### src/rtl/digit_serial_magnitude_controller_pkg.sv
// Shared types and constants for the digit-serial magnitude comparator.
package digit_serial_magnitude_controller_pkg;

  localparam int unsigned DIGIT_W = 2;

  // Encoding 2'd3 is unused; the FSM recovers from it to ST_IDLE.
  typedef enum logic [1:0] {
    ST_IDLE    = 2'd0,
    ST_COMPARE = 2'd1,
    ST_DONE    = 2'd2
  } state_e;

endpackage

### src/rtl/comparator_digit_gt2.sv
// Combinational greater-than on one 2-bit digit.
module comparator_digit_gt2
  import digit_serial_magnitude_controller_pkg::*;
(
  input  logic [DIGIT_W-1:0] a_i,
  input  logic [DIGIT_W-1:0] b_i,
  output logic               gt_o
);

  assign gt_o = (a_i[1] & ~b_i[1]) | (~(a_i[1] ^ b_i[1]) & a_i[0] & ~b_i[0]);

endmodule

### src/rtl/digit_serial_magnitude_controller.sv
// Compares two WIDTH-bit operands one 2-bit digit per clock, MSB digit first,
// stopping at the first unequal digit.
module digit_serial_magnitude_controller
  import digit_serial_magnitude_controller_pkg::*;
#(
  parameter int unsigned WIDTH = 8
) (
  input  logic                              Clock,
  input  logic                              Reset_b,
  input  logic                              Start,
  input  logic [WIDTH-1:0]                  A,
  input  logic [WIDTH-1:0]                  B,
  output logic                              Busy,
  output logic                              Done,
  output logic                              A_greater_than_B,
  output logic                              A_equal_B,
  output logic [$clog2(WIDTH/2):0]          Digits
);

  localparam int unsigned NDIG = WIDTH / 2;
  localparam int unsigned CW   = $clog2(NDIG) + 1;
  localparam int unsigned IW   = (NDIG > 1) ? $clog2(NDIG) : 1;

  state_e                          state_q, state_d;
  logic [NDIG-1:0][DIGIT_W-1:0]    a_q, a_d, b_q, b_d;
  logic [IW-1:0]                   idx_q, idx_d;
  logic                            gt_q, gt_d, eq_q, eq_d;
  logic                            busy_q, busy_d, done_q, done_d;
  logic [CW-1:0]                   dig_q, dig_d;
  logic [DIGIT_W-1:0]              a_dig, b_dig;
  logic                            dig_gt, dig_eq;

  // Single shared digit comparator fed by the current-digit mux.
  assign a_dig  = a_q[idx_q];
  assign b_dig  = b_q[idx_q];
  assign dig_eq = (a_dig == b_dig);

  comparator_digit_gt2 u_gt2 (
    .a_i  (a_dig),
    .b_i  (b_dig),
    .gt_o (dig_gt)
  );

  always_ff @(posedge Clock or negedge Reset_b) begin
    if (!Reset_b) begin
      state_q <= ST_IDLE;
      a_q     <= '0;
      b_q     <= '0;
      idx_q   <= '0;
      gt_q    <= 1'b0;
      eq_q    <= 1'b0;
      busy_q  <= 1'b0;
      done_q  <= 1'b0;
      dig_q   <= '0;
    end else begin
      state_q <= state_d;
      a_q     <= a_d;
      b_q     <= b_d;
      idx_q   <= idx_d;
      gt_q    <= gt_d;
      eq_q    <= eq_d;
      busy_q  <= busy_d;
      done_q  <= done_d;
      dig_q   <= dig_d;
    end
  end

  always_comb begin
    state_d = state_q;
    a_d     = a_q;
    b_d     = b_q;
    idx_d   = idx_q;
    gt_d    = gt_q;
    eq_d    = eq_q;
    dig_d   = dig_q;
    unique case (state_q)
      ST_IDLE, ST_DONE: begin
        // DONE accepts a new Start exactly like IDLE for back-to-back runs.
        if (Start) begin
          a_d     = A;
          b_d     = B;
          gt_d    = 1'b0;
          eq_d    = 1'b0;
          dig_d   = '0;
          idx_d   = IW'(NDIG - 1);
          state_d = ST_COMPARE;
        end else begin
          state_d = ST_IDLE;
        end
      end
      ST_COMPARE: begin
        dig_d = dig_q + CW'(1);
        if (dig_gt) begin
          gt_d    = 1'b1;
          state_d = ST_DONE;
        end else if (!dig_eq) begin
          state_d = ST_DONE;
        end else if (idx_q == '0) begin
          eq_d    = 1'b1;
          state_d = ST_DONE;
        end else begin
          idx_d = idx_q - IW'(1);
        end
      end
      default: state_d = ST_IDLE;
    endcase
    busy_d = (state_d == ST_COMPARE);
    done_d = (state_d == ST_DONE);
  end

  assign Busy             = busy_q;
  assign Done             = done_q;
  assign A_greater_than_B = gt_q;
  assign A_equal_B        = eq_q;
  assign Digits           = dig_q;

endmodule

### config.mk
export PLATFORM = sky130hd
export DESIGN_NAME = digit_serial_magnitude_controller
export DESIGN_NICKNAME = d
export VERILOG_FILES = /design/src/rtl/digit_serial_magnitude_controller_pkg.sv /design/src/rtl/comparator_digit_gt2.sv /design/src/rtl/digit_serial_magnitude_controller.sv
export SDC_FILE = /design/constraint.sdc
export NUM_CORES = 1
export LEC_CHECK = 0
export ABC_CLOCK_PERIOD_IN_PS = 2600
export BUFFER_PORTS_ARGS = -buffer_cell sky130_fd_sc_hd__buf_2
export CAP_MARGIN = 20
export CORE_ASPECT_RATIO = 0.8
export CORE_MARGIN = 10
export CORE_UTILIZATION = 45
export DETAILED_ROUTE_END_ITERATION = 8
export GPL_ROUTABILITY_DRIVEN = 0
export PLACE_DENSITY = 0.71
export SYNTH_ARGS = -nofsm -noshare
export SYNTH_HDL_FRONTEND = slang
export SYNTH_HIERARCHICAL = 1
export SYNTH_SLANG_ARGS = --single-unit
### constraint.sdc
create_clock -name Clock -period 2.6 [get_ports Clock]
set_input_delay 0.78 -clock Clock [delete_from_list [all_inputs] [get_ports Clock]]
set_output_delay 0.78 -clock Clock [all_outputs]
set_load 0.01 [all_outputs]
* After elaboration in Yosys (flattened, before gate mapping)
Cells that the tools add are included.
Word-level totals: memories kept 0, ROM bits 0, memory bits (writable) 0, output and inout bits 7, register bits 27, latch bits 0
Cells by class: $lt $le $gt $ge 1, add/subtract/negate cells 2, muxes and demuxes 23, div/mod/pow operators 0, eq/ne operators 11, multiply operators 0, shifts and indexed selects 0, reduce and logical (&&, ||, !) cells 9, bitwise operators 8
Operator list (count):
- 2-bit 2-to-1 mux | 9
- 2-bit != test (second input constant) | 6
- 5-bit AND reduction | 2
- 2-bit binary-select mux with 2-bit select | 2
- 2-bit case mux with 2 select lines | 2
- 1-bit 2-to-1 mux | 6
- 3-bit case mux with 2 select lines | 1
- 2-bit by 1-bit equality test with 1-bit output (second input constant) | 2
- 2-bit equality test (second input constant) | 2
- 2-bit logical NOT | 2
- 1-bit case mux with 2 select lines | 2
- 2-bit AND reduction | 2
- 3-bit by 1-bit adder with 3-bit output (second input constant) | 1
- 1-bit AND | 3
- 2-bit by 3-bit < comparator with 1-bit output (second input constant) | 1
- 3-bit 2-to-1 mux | 1
- 1-bit inverter | 3
- 3-bit AND reduction | 1
- 2-bit equality test | 1
- 2-bit nonzero test | 1
- 2-bit OR reduction | 1
- 2-bit by 1-bit subtractor with 2-bit output (second input constant) | 1
- 1-bit OR | 1
- 1-bit XOR | 1

* Longest topological paths before layout
depth in word-level cells 10, gate-level depth with buffers 9, gate-level depth less buffers 8

* Cells and area by module
The synthesis kept the hierarchy.
Modules (own cells, without submodules):
- digit_serial_magnitude_controller | area each 1260.0 µm², instances 1, cells an instance 119
- comparator_digit_gt2 | area each 27.5 µm², instances 1, cells an instance 4

* Worst setup path before layout
No wires, ideal clock.
path type flip-flop to flip-flop, from reg idx_q[0], to reg idx_q[0], buffers on the path 1, data arrival time 1.975 ns, clock period less this slack 2.100 ns, library setup time 0.124 ns, setup slack 0.500 ns, required time 2.476 ns, cell stages (with the launch flop) 9, cell sequence dfrtp_1 -> buf_6 -> mux4_2 -> ha_1 -> nand2_1 -> o21bai_1 -> nor2_1 -> nand4_4 -> mux2i_1
On the way: cells in the longest elaborated chain, start to end 9, elaborated cells between the ends (all ways) 23, those cells by class add/sub (1); eq/ne (4); mux (8); bitwise (8); reduce/logical (2)
RTL lines:
- start, declared | line digit_serial_magnitude_controller.sv:26 | logic [IW-1:0] idx_q, idx_d;
- start signal, assigned | line digit_serial_magnitude_controller.sv:59 | idx_q <= idx_d;
- 2-bit binary-select mux with 2-bit select (*) | line digit_serial_magnitude_controller.sv:34 | assign a_dig = a_q[idx_q];
- 2-bit 2-to-1 mux (not written as such) (*) | line digit_serial_magnitude_controller.sv:34
- named net a_dig[1] | line digit_serial_magnitude_controller.sv:30 | logic [DIGIT_W-1:0] a_dig, b_dig;
- 1-bit XOR | line comparator_digit_gt2.sv:10 | assign gt_o = (a_i[1] & ~b_i[1]) | (~(a_i[1] ^ b_i[1]) & a_i[0] & ~b_i[0]);
- 1-bit inverter | line comparator_digit_gt2.sv:10
- 1-bit AND (2 in a row) | line comparator_digit_gt2.sv:10
- 1-bit OR (*) | line comparator_digit_gt2.sv:10
- named net dig_gt | line digit_serial_magnitude_controller.sv:31 | logic dig_gt, dig_eq;
- 2-bit != test (no source line) (*)
- 5-bit AND reduction (no source line) (*)
Mark *: on every way through the listed nets, which the timed path passes. The rest lies on a longest branch. The select of a mux whose other input is x is not followed. A chain may end at the register's enable or synchronous reset.

* Worst setup path in the final report
Same ends and word-level chain as after synthesis.

==> results by stage <==
Die:
- The initialized floorplan defines 17 standard-cell rows.
- In this run the count of I/O pins placed on the die edge is 26.
- The total die area is between 0.005 and 0.006 sq mm.
- The placeable core area is between 0.002 and 0.003 sq mm.
- The floorplan step set the die width to around 80 um.
- The die is 67.8 um tall.
- Once the floorplan was initialized, standard cells occupied between 40% and 50% of the core.

Pwr:
- The worst-case IR drop observed on VDD is just over 0.0005 V.
- The cell leakage power is between 0.7 and 0.8 nW.
- The power density over cell area is approximately 1100 mW/mm^2.

Detailed routing:
- The antenna violation net count after detailed routing is 0.
- The detailed router placed between 900 and 1000 vias in this run.
- The DRC violation total after the first TritonRoute iteration is 54.
- In the final routed layout, each cell accounts on average for 13.1 um.
- The first-pass detailed-route iteration total is 4.
- The number of remaining DRC errors is 0.
- For this block, the routed nets add up to about 2.4 mm of wire.
- In the routed layout, each cell is associated on average with a via count of roughly 5.

Synthesis:
- The sequential fraction of the synthesis area is between 50% and 60%.
- The Yosys step of the flow raised 6 warnings.
- The synthesized flop and latch total is 27.
- The average footprint of a synthesized cell is ~10 sq um.
- The number of flops mapped to enable cells by yosys is 0.
- After synthesis, the most frequently instantiated cells are nand2_1, dfrtp_1, nor2_1.
- The total standard cell area after synthesis is around 0.0013 sq mm.
- In the synthesized netlist the dominant register cell turns out to be dfrtp_1.
- Synthesis produced 123 cells.
- The most common cell in the synthesized netlist is nand2_1.
- The async set-reset flop share out of synthesis is 100%.
- The number of distinct library cells after synthesis is 22.
- Sorting the synthesized cells by area gives the leading types as dfrtp_1, nand2_1, mux4_2, mux4_1, ha_1.
- In this run the biggest area consumer among cell types represents 52.5% of the synthesized area.
- The number of nets produced by synthesis is approximately 150.
- The biggest area contributor in the post-synthesis netlist is dfrtp_1.

Placed design:
- In this run the cell area measured after placement is 0.00144 sq mm.
- Including well taps, the total number of placed cells is 182.
- OpenSTA, run right after detailed placement, puts the worst setup slack at between 0.2 and 0.3 ns.
- The placed wire-length estimate after detailed placement is between 1.5 and 2 mm.
- Port buffering added 25 buffers.

GRT:
- The overflow left after global routing is 0.
- The all-layer global routing usage is under 10%.
- The number of antenna violations at the first check in global routing is 0.
- The number of global-route vias before repair is roughly 960.
- The pin count of the biggest net entering global routing is 28.
- The first global-routing pass estimated about 4.2 mm of wire.

Finish:
- The final cell count without fillers is about 190.
- The antenna cell count is 0.
- The finished cells cover roughly 0.0015 sq mm.
- Of the cells placed in the final design, the portion with a size suffix greater than 1 is between 20% and 30%.
- Relative to the synthesized area, the layout overhead comes to 14.1%.
- Cells fill between 50 and 60% of the core in the end.
- For this run, the post-layout net count is approximately 170.

STA:
- Setup repair after global routing left no endpoint under its margin.
- The final-report max-slew violation count is 0.
- The worst relative slew slack is ~55%.
- The worst clock skew is ~0.012 ns.
- The worst path in the final design needs a cycle of approximately 2.3 ns, including I/O delays and setup.
- In the final timing run, aggregate negative setup slack is 0 ns.
- The measured slew at the worst slew-check pin is approximately 0.68 ns.
- The final-report hold violation count came to 0.
- Across all setup checks in the final design, the least slack found is 0.266 ns.
- After layout, the worst path uses between 80% and 90% of the clock period.
- The total of endpoints with negative setup slack in the final report is 0.
- The fmax is 428 MHz.

Setup path:
- The buffering stage count on the worst path with inverters included is 0.
- The signal on the critical path passes through mux4_2 > ha_1 > nand2_1 > o21bai_1 > nor2_1 > nand4_4 > mux2i_1.
- The data arrival at the endpoint of the critical path is between 2 and 3 ns.
- The type of origin of the critical path is a flop.
- The cell family contributing the most delay on the critical path is multiplexers.
- The slowest stage cell on the critical path is mux4_2.
- The endpoint required time on the critical path is 2.81 ns.
- By startpoint and endpoint, the worst setup path is classified as reg -> reg.
- The worst setup path is captured at a flop.
- The internal reg-to-reg setup slack is ~0.27 ns.
- The worst-path maximum fanout is 7.
- In this design, the stage delay of the slowest critical-path cell is a little over 0.6 ns.

CTS:
- The clock drives 27 sinks.
- After clock tree synthesis, the repair step resized 0 gates.
- The clock slew seen by the registers of the worst setup and hold paths is ~0.14 ns.
- The insertion delay to the later sink of the worst-skew pair is about 0.32 ns.
- The number of hold buffers added after CTS was 0.
- The number of clock buffers added by TritonCTS is 3.
- In this run the clock root is driven by a clkbuf_4.
- CTS built an H-tree with a depth of 1.
- The clock tree from TritonCTS is yes.
- The number of buffers on the longest clock path is 2.
- The number of buffers added for setup after CTS is 0.

Run:
- The number of violations of the max-capacitance limit is 0.

Min path:
- The kind of path behind the tightest hold check is in -> async.

Run status:
- The flow ran to the end, and the final reports show no timing, DRC or antenna violations.
[worst register-to-register path, delay by kind of cell (launching register included)]
family | cells | cell delay [ns]
fa+ha+maj | 1 | 0.32
mux | 2 | 0.77
flops | 1 | 0.54
simple gates | 3 | 0.50
compound gates | 1 | 0.09
[flip-flops by register name (all words and copies together), names as in the netlist]
register,count
A_greater_than_B,1
Digits,3
A_equal_B,1
b_q,8
state_q,2
idx_q,2
Busy,1
a_q,8
Done,1
[worst paths after layout]
| path | depth (start not counted) | from | to |
|---|---|---|---|
| setup reg to reg | 7 | idx_q[0] | idx_q[0] |
| hold / removal | 1 | Reset_b | a_q[4] |
| hold reg to reg | 2 | a_q[3] | a_q[3] |
| max in group asynchronous | 1 | Reset_b | a_q[3] |
| setup / recovery | 7 | idx_q[0] | idx_q[0] |
| min in group Clock | 2 | a_q[3] | a_q[3] |
[per-layer routing]
metal / vias up / part of all wire (%) / wire length, um / track usage [%]
met1: 426 / 45 / 1110 / 10.8
met5: - / 0 / 0 / 0
met3: 4 / 6.6 / 162 / 4.45
met4: 0 / 0.70 / 17 / 2.63
met2: 26 / 47 / 1160 / 17.2
li1: 449 / - / - / -
[final cells by class]
type                            instances  area [sq um]
Clock buffer                            3          22.5
Clock inverter                          1          5.00
Fill cell                             265          1270
Inverter                                3          11.3
Multi-Input combinational cell         88           574
Sequential cell                        27           676
Tap cell                               38          47.5
Timing Repair Buffer                   26           133
[layout by cell type (no fill, tap or decap), types with 2 or more instances in the layout]
cell type	count
mux4_1	2
dfrtp_1	27
a22o_1	2
mux4_2	3
a31oi_1	3
nor2_1	6
buf_2	25
ha_1	3
inv_1	3
nand2_1	53
xnor2_1	4
clkbuf_4	3
nand2b_1	2
mux2i_1	2
[report_power, final]
group	switching (mW)	total, mW	internal, mW
sequential	0.129	0.716	0.587
clock	0.114	0.172	0.0576
combinational	0.390	0.749	0.359
[through the flow]
stage / hold WS, ns / power (mW)
after global placement: 0.463 / 1.45
final: 0.436 / 1.64
after detailed placement: 0.470 / 1.49
after CTS: 0.448 / 1.66
after global routing: 0.469 / 1.79
after floorplan: 0.440 / 1.31
[cells by family after synthesis]
logic type	Yosys count	share of synthesized area, %
AND/OR/NAND/NOR	65	21.5
flip-flops	27	52.5
buffers and inverters	8	2.91
AO/OA/AOI/OAI	7	3.79
multiplexers	7	10.9
XOR/XNOR	6	5.54
adder cells (fa/ha/maj)	3	2.92
Power figures use the tool's default switching activity.
